--- src/rtl/parallel2serial_stream.sv ---
// rtl/parallel2serial_stream.sv - WIDTH-bit word to 1-bit stream converter with one-word hold buffer
// Optional even-parity bit per frame when P2S_PARITY_EN is defined.
module parallel2serial_stream #(
   parameter int WIDTH = 2,
   parameter int CNT_W = $clog2(WIDTH + 1)
) (
   input  logic             clk_sig,
   input  logic             reset_sig,
   input  logic [WIDTH-1:0] parallel_sig,
   input  logic             in_valid_sig,
   output logic             in_ready_sig,
   input  logic             lsb_first_sig,
   output logic             serial_sig,
   output logic             serial_valid_sig,
   output logic             frame_start_sig
);

`ifdef P2S_PARITY_EN
   localparam int FRAME_W = WIDTH + 1;
`else
   localparam int FRAME_W = WIDTH;
`endif
   localparam logic [CNT_W-1:0] LAST_CNT = CNT_W'(FRAME_W - 1);

   typedef enum logic {
      ST_IDLE  = 1'b0,
      ST_SHIFT = 1'b1
   } state_t;

   state_t             state;
   state_t             next_state;
   logic [FRAME_W-1:0] shifter;
   logic [FRAME_W-1:0] hold;
   logic               hold_full;
   logic [CNT_W-1:0]   cnt;

   logic [WIDTH-1:0]   ordered_word;
   logic [FRAME_W-1:0] new_frame;
   logic               accept;
   logic               last_bit;

   // Frames are stored pre-ordered so the shifter always emits from its top bit.
   always_comb begin
      ordered_word = parallel_sig;
      if (lsb_first_sig) begin
         for (int i = 0; i < WIDTH; i++) begin
            ordered_word[i] = parallel_sig[WIDTH-1-i];
         end
      end
`ifdef P2S_PARITY_EN
      new_frame = {ordered_word, ^parallel_sig};
`else
      new_frame = ordered_word;
`endif
   end

   assign accept   = in_valid_sig & in_ready_sig;
   assign last_bit = (state == ST_SHIFT) && (cnt == LAST_CNT);

   always_ff @(posedge clk_sig or negedge reset_sig) begin
      if (!reset_sig) begin
         state <= ST_IDLE;
      end else begin
         state <= next_state;
      end
   end

   always_comb begin
      next_state = state;
      case (state)
         ST_IDLE: begin
            if (accept) begin
               next_state = ST_SHIFT;
            end
         end
         ST_SHIFT: begin
            if (last_bit && !hold_full && !accept) begin
               next_state = ST_IDLE;
            end
         end
         default: next_state = ST_IDLE;
      endcase
   end

   always_ff @(posedge clk_sig or negedge reset_sig) begin
      if (!reset_sig) begin
         shifter   <= '0;
         hold      <= '0;
         hold_full <= 1'b0;
         cnt       <= '0;
      end else begin
         case (state)
            ST_IDLE: begin
               if (accept) begin
                  shifter <= new_frame;
                  cnt     <= '0;
               end
            end
            ST_SHIFT: begin
               if (last_bit) begin
                  // Held word takes priority; in_ready is low whenever hold is full.
                  cnt <= '0;
                  if (hold_full) begin
                     shifter   <= hold;
                     hold_full <= 1'b0;
                  end else if (accept) begin
                     shifter <= new_frame;
                  end else begin
                     shifter <= '0;
                  end
               end else begin
                  shifter <= {shifter[FRAME_W-2:0], 1'b0};
                  cnt     <= cnt + CNT_W'(1);
                  if (accept) begin
                     hold      <= new_frame;
                     hold_full <= 1'b1;
                  end
               end
            end
            default: ;
         endcase
      end
   end

   always_comb begin
      in_ready_sig     = !hold_full;
      serial_valid_sig = (state == ST_SHIFT);
      serial_sig       = serial_valid_sig & shifter[FRAME_W-1];
      frame_start_sig  = serial_valid_sig && (cnt == '0);
   end

endmodule

--- config.mk ---
export PLATFORM = sky130hd
export DESIGN_NAME = parallel2serial_stream
export DESIGN_NICKNAME = d
export VERILOG_FILES = /design/src/rtl/parallel2serial_stream.sv
export SDC_FILE = /design/constraint.sdc
export NUM_CORES = 1
export LEC_CHECK = 0
export BUFFER_PORTS_ARGS = -buffer_cell sky130_fd_sc_hd__buf_2
export CORE_AREA = 2 2 39 41
export DETAILED_ROUTE_END_ITERATION = 7
export DIE_AREA = 0 0 41 43
export SETUP_SLACK_MARGIN = 0.05
export SLEW_MARGIN = 20
export SYNTH_ARGS = -nofsm -noshare
export SYNTH_HDL_FRONTEND = slang
export SYNTH_SLANG_ARGS = --single-unit
--- constraint.sdc ---
create_clock -name clk_sig -period 1.2 [get_ports clk_sig]
set_clock_uncertainty 0.05 [all_clocks]
set_input_delay 0.12 -clock clk_sig [delete_from_list [all_inputs] [get_ports clk_sig]]
set_output_delay 0.12 -clock clk_sig [all_outputs]
set_load 0.05 [all_outputs]
==> results of run 1 <==
[critical path: stages (launching register included)]
cell,delay (ns)
dfrtp_1,0.40
buf_6,0.13
nor3_4,0.15
buf_6,0.17
[cell families (layout without fill, tap and decap cells)]
kind of cell / count (synthesis) / in the layout / share of synthesized area, %
and+or+nand+nor: 15 / 15 / 20.74
AOI/OAI and AO/OA: 9 / 9 / 14.86
DFF: 8 / 8 / 49.54
muxes: 4 / 4 / 13.00
buffers and inverters: 2 / 25 / 1.856
[metrics by stage]
step                TNS [ns]  area [sq um]
floorplan            -0.1358         427.9
global placement           0         530.5
detailed placement  -0.03642         530.5
CTS                  -0.2922         630.6
global route         -0.4897         711.9
finish               -0.2203         711.9
[cell usage after synthesis (all sizes together) (2+ instances only)]
cell type	n	area, sq um
a21oi	2	10.01
a22oi	2	15.01
dfrtp	8	200.2
inv	2	7.500
mux2	4	52.55
nand2	3	11.26
nand2b	2	12.51
nor2	2	7.510
nor3	3	15.01
o21ai	2	10.01
o32ai	2	17.52
[path summary, 6_finish.rpt]
| path | from | endpoint | slack [ns] | cells after the start |
|---|---|---|---|---|
| min in group asynchronous | reset_sig | shifter[1] | 0.18 | 2 |
| min | in_valid_sig | serial_valid_sig | 0.14 | 3 |
| min reg2reg | hold[1] | hold[1] | 0.49 | 1 |
| max reg2reg | cnt[0] | hold[1] | -0.04 | 3 |
| max in group asynchronous | reset_sig | serial_valid_sig | 0.73 | 2 |
| max | cnt[0] | frame_start_sig | -0.08 | 3 |
[final cells by class]
cell class                 instances  area (sq um)
fill                             124         671.9
multi-input combinational         28         277.8
sequential                         8         203.9
timing repair buffer              19         173.9
clock buffer                       4         26.28
tap                               16         20.02
inverter                           2         10.01
[timing repair]
action / CTS / global route
cloned: 0 / 0
resized for setup: 9 / 20
hold buffers: 1 / 0
endpoints found under the setup margin: 9 / 9
pin swaps: 3 / 4
setup buffers: 4 / 0
endpoints found under the hold margin: 8 / 0
[power by group through the flow]
stage	sequential [uW]	clock, uW	combinational (uW)
floorplan	569	0	564
global placement	509	0	868
detailed placement	513	0	870
CTS	505	248	1100
global route	539	260	1420
finish	526	231	1330
[per-layer routing]
metal  global-route usage (%)  vias to the layer above
met5                        0                        -
met2                    19.06                        9
met1                    15.86                      179
met4                    14.00                        0
met3                    4.712                        2
li1                         -                      187
[flip-flops by register name, indices dropped and copies added, names as in the netlist]
signal	count
hold	2
serial_valid_sig	1
cnt	2
hold_full	1
shifter	2
==> metrics.md, run 1 <==
| Metric | Value |
|---|---|
| Final wirelength | 1.014 mm |
| Synth Net Count | 44 |
| Post-DR vias/cell | slightly below 5 |
| Failing checks | setup timing |
| DP Worst Slack | -0.01876 ns |
| Placed Instances | 68 |
| Largest net degree at the start of global routing | 9 |
| Util after Layout | 51.45% |
| Initial Util | 29.20% |
| GRT overflow | 0 |
| Min Hold Slack | 0.1376 ns |
| Clock share of power | 11.0% |
| Max Cap Viol | 0 |
| Pwr Density | 2931 nW/um^2 |
| Met2 WL | 536 um |
| Slew HR | between 80% and 90% |
| RSZ-0062 raised after global routing | true |
| Initial antenna violation count | 0 |
| Switching power | 890.1 uW |
| Peak VDD IR | 1.051 mV |
| Synthesized instance count | 38 |
| M1 WL | 423 um |
| Vias post-DR | 377 |
| Synth Cell Area | 404.1 sq um |
| N_diodes | 0 |
| CTS tree | built |
| Post-route clock period utilization | 106.8% |
| I/O Pins | 10 |
| Setup Crit Path Kind | reg2out |
| Worst Setup End Kind | output port |
| Status | finished, violations left |
| GP Congestion | 0.7183 |
| Clk_lat worst skew | ~0.26 ns |
| TritonCTS Buffers | 3 |
| Worst-path maximum fanout | 2 |
| Share of cells above drive strength 1 | 63.93% |
| Sequential area share after synthesis | 49.54% |
| Remaining DRCs | 0 |
| Area growth, synth to finish | 76.16% |
| Reg power frac | 25.2% |
| DR iter-0 viols | 4 |
| Final hold vios | 0 |
| First-pass GRT wire length | 1.538 mm |
| Row cnt | 14 |
| Switching power share of the total | a little over two fifths |
| Worst Hold Class | in2reg |
| Routed WL per cell | 13.17 um |
| Yosys reg bits | 8 |
| Max Buffers Root-to-Sink | 2 |
| Worst-Margin Slew | 0.2020 ns |
| Worst-path clk slew | 0.06 ns |
| Port Buffers | 9 |
| Post-detail-place hpwl | 646.3 um |
| Die area | 1763 sq um |
| Fin crit period | 1.282 ns |
| Die extent in x | 41 um |
| Most frequent cells in the layout | 9 x buf_6, 7 x dfrtp_1, 5 x buf_2 |
| Worst endpoint required time | 1.03 ns |
| Warnings, synthesis | 0 |
| Critical Path AT | 1.11 ns |
| Syn Area/Cell | 10.64 sq um |
| Metal3 WL | 35 um |
| H-tree levels | 1 |
| Int Pwr | 1197 uW |
| EDFF count, synth | 0 |
| Total power | 2087 uW |
| Vias in the first global route | 378 |
| Synth cell types | 19 |
| Leakage power | 0.0003179 uW |
| Most common cell after layout, fill and taps aside | buf_6 |
| Root Driver | clkbuf_4 |
| Comb pwr share | between 60% and 70% |
| Clock sink count | 8 |
| Nets@finish | 68 |
| GRT Overall Usage | 14.08% |
| Final slew viol count | 0 |
| Startpoint types | register |
| Finished Layout Cells | 77 |
| Setup ws final | -0.08216 ns |
| Finish-stage setup viols | 5 |
| Die Y | between 40 and 50 um |
| Post-synth top flop | dfrtp_1 |
| Core Region | 1384 sq um |
| Ys async rst share | 100.0% |
| Pre-Repair DR Iteration Count | 6 |
| Remaining antenna violation count | 0 |
| Uppermost routed layer | met4 |
| FMAX | 779.9 MHz |
Power figures use the tool's default switching activity.
==> inputs of run 2 (changes only) <==
- ABC_AREA: unset -> 1
==> run 2 against run 1 <==
Against the previous run:
- the run now ends clean
- routed wire length shrank 10%
- utilization down 6.0 points
- register-to-register slack improved by 0.14 ns
- total power is 14% lower
- maximum frequency is 7.1% higher
- largest power group unchanged
==> metrics.md, run 2 <==
| Metric | Value |
|---|---|
| Fin crit period | 1.197 ns (-0.08533 ns) |
| Die Y | 43 um (unchanged) |
| Finished Layout Cells | 91 (+18%) |
| Syn Area/Cell | 7.788 sq um (-27%) |
| Worst Setup End Kind | output port |
| CP Cell Sequence | inv_2, nand2_4, nor2_4, buf_8 |
| Root Driver | clkbuf_4 |
| Largest net degree at the start of global routing | 9 (unchanged) |
| Most common cell in the synthesized netlist | nand2_1 |
| Nets@finish | 82 (+21%) |
| Die area | 1763 sq um (unchanged) |
| Slew HR | 83.64% (-2.8 points) |
| RSZ-0062 raised after global routing | true |
| H-tree levels | 1 (unchanged) |
| Switching power share of the total | 48.41% (+5.8 points) |
| CTS tree | built |
| Clk_lat worst skew | 0.26 ns (about the same) |
| Max Buffers Root-to-Sink | 2 (unchanged) |
| Initial antenna violation count | 0 (unchanged) |
| Share of cells above drive strength 1 | 45.33% (-19 points) |
| DR iter-0 viols | 7 (+3) |
| Post-detail-place hpwl | 658.4 um (+1.9%) |
| Placed Area | 528.0 sq um (-0.47%) |
| Die extent in x | 41 um (unchanged) |
| Sequential area share after synthesis | 44.32% (-5.2 points) |
| GRT overflow | 0 (unchanged) |
| Vias post-DR | 422 (+12%) |
| Post-Layout Inst Area | 629.4 sq um (-12%) |
| Critical Path AT | 1.03 ns (-0.08 ns) |
| N_diodes | 0 (unchanged) |
| Remaining DRCs | 0 (unchanged) |
| Warnings, synthesis | 0 (unchanged) |
| Core Region | 1384 sq um (unchanged) |
| Peak VDD IR | 1.761 mV (+68%) |
| GP Congestion | 0.7628 (+6.2%) |
| Synth top cells by count | 15 x nand2_1, 8 x dfrtp_1, 7 x inv_1 |
| Synth cell types | 16 (-3) |
| Int Pwr | 931.3 uW (-22%) |
| Synth Cell Area | 451.7 sq um (+12%) |
| Synth Net Count | 64 (+45%) |
| Setup Crit Path Kind | reg2out |
| CP max stage cell | dfrtp_1 |
| DP Worst Slack | 0.1156 ns (+0.1343 ns) |
| Worst-path maximum fanout | 3 (+1) |
| Largest regs | cnt: 2 flops, hold: 2 flops, shifter: 2 flops |
| Worst-Margin Slew | 0.2471 ns (+0.04508 ns) |
| Most frequent cells in the layout | 14 x nand2_1, 6 x dfrtp_1, 6 x buf_2 |
| Worst Hold Class | in2reg |
| I/O Pins | 10 (unchanged) |
| Clock share of power | 12.3% (+1.3 points) |
| Placed Instances | 83 (+22%) |
| Worst Path Buf+Inv | 2 (unchanged) |
| Final wirelength | 909 um (-10%) |
| Initial Util | 32.64% (+3.4 points) |
| Switching power | 873.9 uW (-1.8%) |
| Status | complete, no violations |
| Post-DR vias/cell | 4.637 (-5.3%) |
| Yosys reg bits | 8 (unchanged) |
| Row cnt | 14 (unchanged) |
| Leakage power | 0.0003195 uW (+0.51%) |
| First-pass GRT wire length | 1.628 mm (+5.9%) |
| Startpoint types | register |
| Largest cells by area after synthesis | dfrtp_1 44%, nand2_1 12%, inv_1 5.8% |
| Post-synth top flop | dfrtp_1 |
| Total power | 1805 uW (-14%) |
| Remaining antenna violation count | 0 (unchanged) |
| Worst-path clk slew | 0.05 ns (about the same) |
| Finish-stage setup viols | 0 (-5) |
| Pre-Repair DR Iteration Count | 4 (-2) |
| Ys async rst share | 100.0% (unchanged) |
| Final slew viol count | 0 (unchanged) |
| Reg power frac | 26.9% (+1.7 points) |
| Util after Layout | 45.48% (-6.0 points) |
| Vias in the first global route | 392 (+3.7%) |
| Layout fillers | 135 (+8.9%) |
| Area growth, synth to finish | 39.34% |
| Max Cap Viol | 0 (unchanged) |
| Synthesized instance count | 58 (+53%) |
| Most common cell after layout, fill and taps aside | nand2_1 |
| Routed WL per cell | 9.989 um (-24%) |
| Slowest Stage Delay on Critical Path | 0.39 ns (about the same) |
| GRT Overall Usage | 14.40% (+0.32 points) |
| Final hold vios | 0 (unchanged) |
| Port Buffers | 9 (unchanged) |
| Post-route clock period utilization | 99.74% (-7.1 points) |
| Top delay family on crit path | flip-flops |
| Setup ws final | 0.003168 ns (+0.08533 ns) |
| FMAX | 835.5 MHz (+7.1%) |
| Clock sink count | 8 (unchanged) |
| Comb pwr share | 60.8% (-3.0 points) |
| Synth area leader | dfrtp_1 |
| EDFF count, synth | 0 (unchanged) |
| Pwr Density | 2868 nW/um^2 (-2.2%) |
| Post-synth top area share | 44.32% (-5.2 points) |
| Worst endpoint required time | 1.03 ns (about the same) |
| TritonCTS Buffers | 3 (unchanged) |
[run 2: cell types whose count changed after synthesis, sizes merged, moves of 2 or more]
| cell | before | now |
|---|---|---|
| nor3 | 3 | 0 |
| nor2 | 2 | 6 |
| a22oi | 2 | 0 |
| o21ai | 2 | 5 |
| o211ai | 0 | 2 |
| nand2 | 3 | 21 |
| o32ai | 2 | 0 |
| mux2 | 4 | 0 |
| inv | 2 | 10 |
| nand2b | 2 | 0 |
| nand3 | 1 | 3 |
[run 2: power groups by stage]
stage / clock network [uW] / logic [uW] / registers (uW)
finish: 222 / 1100 / 486
global route: 248 / 1200 / 503
CTS: 236 / 1020 / 481
detailed placement: 0 / 843 / 486
global placement: 0 / 838 / 485
floorplan: 0 / 639 / 517
[run 2: worst paths after layout]
kind | from | end | slack [ns] | cells after the start
max | cnt[0] | frame_start_sig | 0.003 | 4
min | in_valid_sig | serial_valid_sig | 0.15 | 3
max reg2reg | serial_valid_sig | shifter[1] | 0.10 | 6
min reg2reg | shifter[1] | shifter[1] | 0.46 | 2
max in group asynchronous | reset_sig | hold_full | 0.73 | 2
min in group asynchronous | reset_sig | shifter[1] | 0.19 | 2
[run 2: routing by layer]
| layer | routed length [um] | vias up | global-route usage [%] |
|---|---|---|---|
| met3 | 57 | 2 | 7.853 |
| li1 | - | 218 | - |
| met4 | 9 | 0 | 6.000 |
| met2 | 423 | 10 | 20.63 |
| met1 | 419 | 192 | 17.28 |
| met5 | 0 | - | 0 |
[run 2: tightest hold or removal path: stages]
cell and delay [ns]:
buf_2 0.11, nand2_4 0.08, o211ai_1 0.10
[run 2: final cells by class]
cell class / count / area (sq um) / share of cell area, %
Sequential cell: 8 / 202.7 / 32.21
Tap cell: 16 / 20.02 / 3.181
Inverter: 10 / 42.54 / 6.759
Timing Repair Buffer: 13 / 103.9 / 16.50
Clock buffer: 4 / 26.28 / 4.175
Multi-Input combinational cell: 40 / 234.0 / 37.18
[run 2: kinds of logic (layout without fill, tap and decap cells)]
| logic type | after synthesis | in the layout | share of synthesized area (%) |
|---|---|---|---|
| AOI/OAI and AO/OA | 10 | 10 | 13.29 |
| buffers and inverters | 10 | 27 | 8.311 |
| DFF | 8 | 8 | 44.32 |
| and+or+nand+nor | 30 | 30 | 34.07 |
[run 2: stage by stage]
stage | hold slack, ns | TNS [ns]
6_report | 0.1471 | 0
5_1_grt | 0.1642 | -0.06177
4_1_cts | 0.1430 | -0.003982
3_5_place_dp | -0.08018 | 0
3_3_place_gp | -0.08051 | 0
2_1_floorplan | -0.2256 | 0
[run 2: what timing repair did]
action | 4_1_cts | 5_1_grt
setup buffers | 2 | 1
hold buffers | 1 | 0
resized for setup | 10 | 6
endpoints found under the setup margin | 3 | 7
hold endpoints to repair | 8 | 0
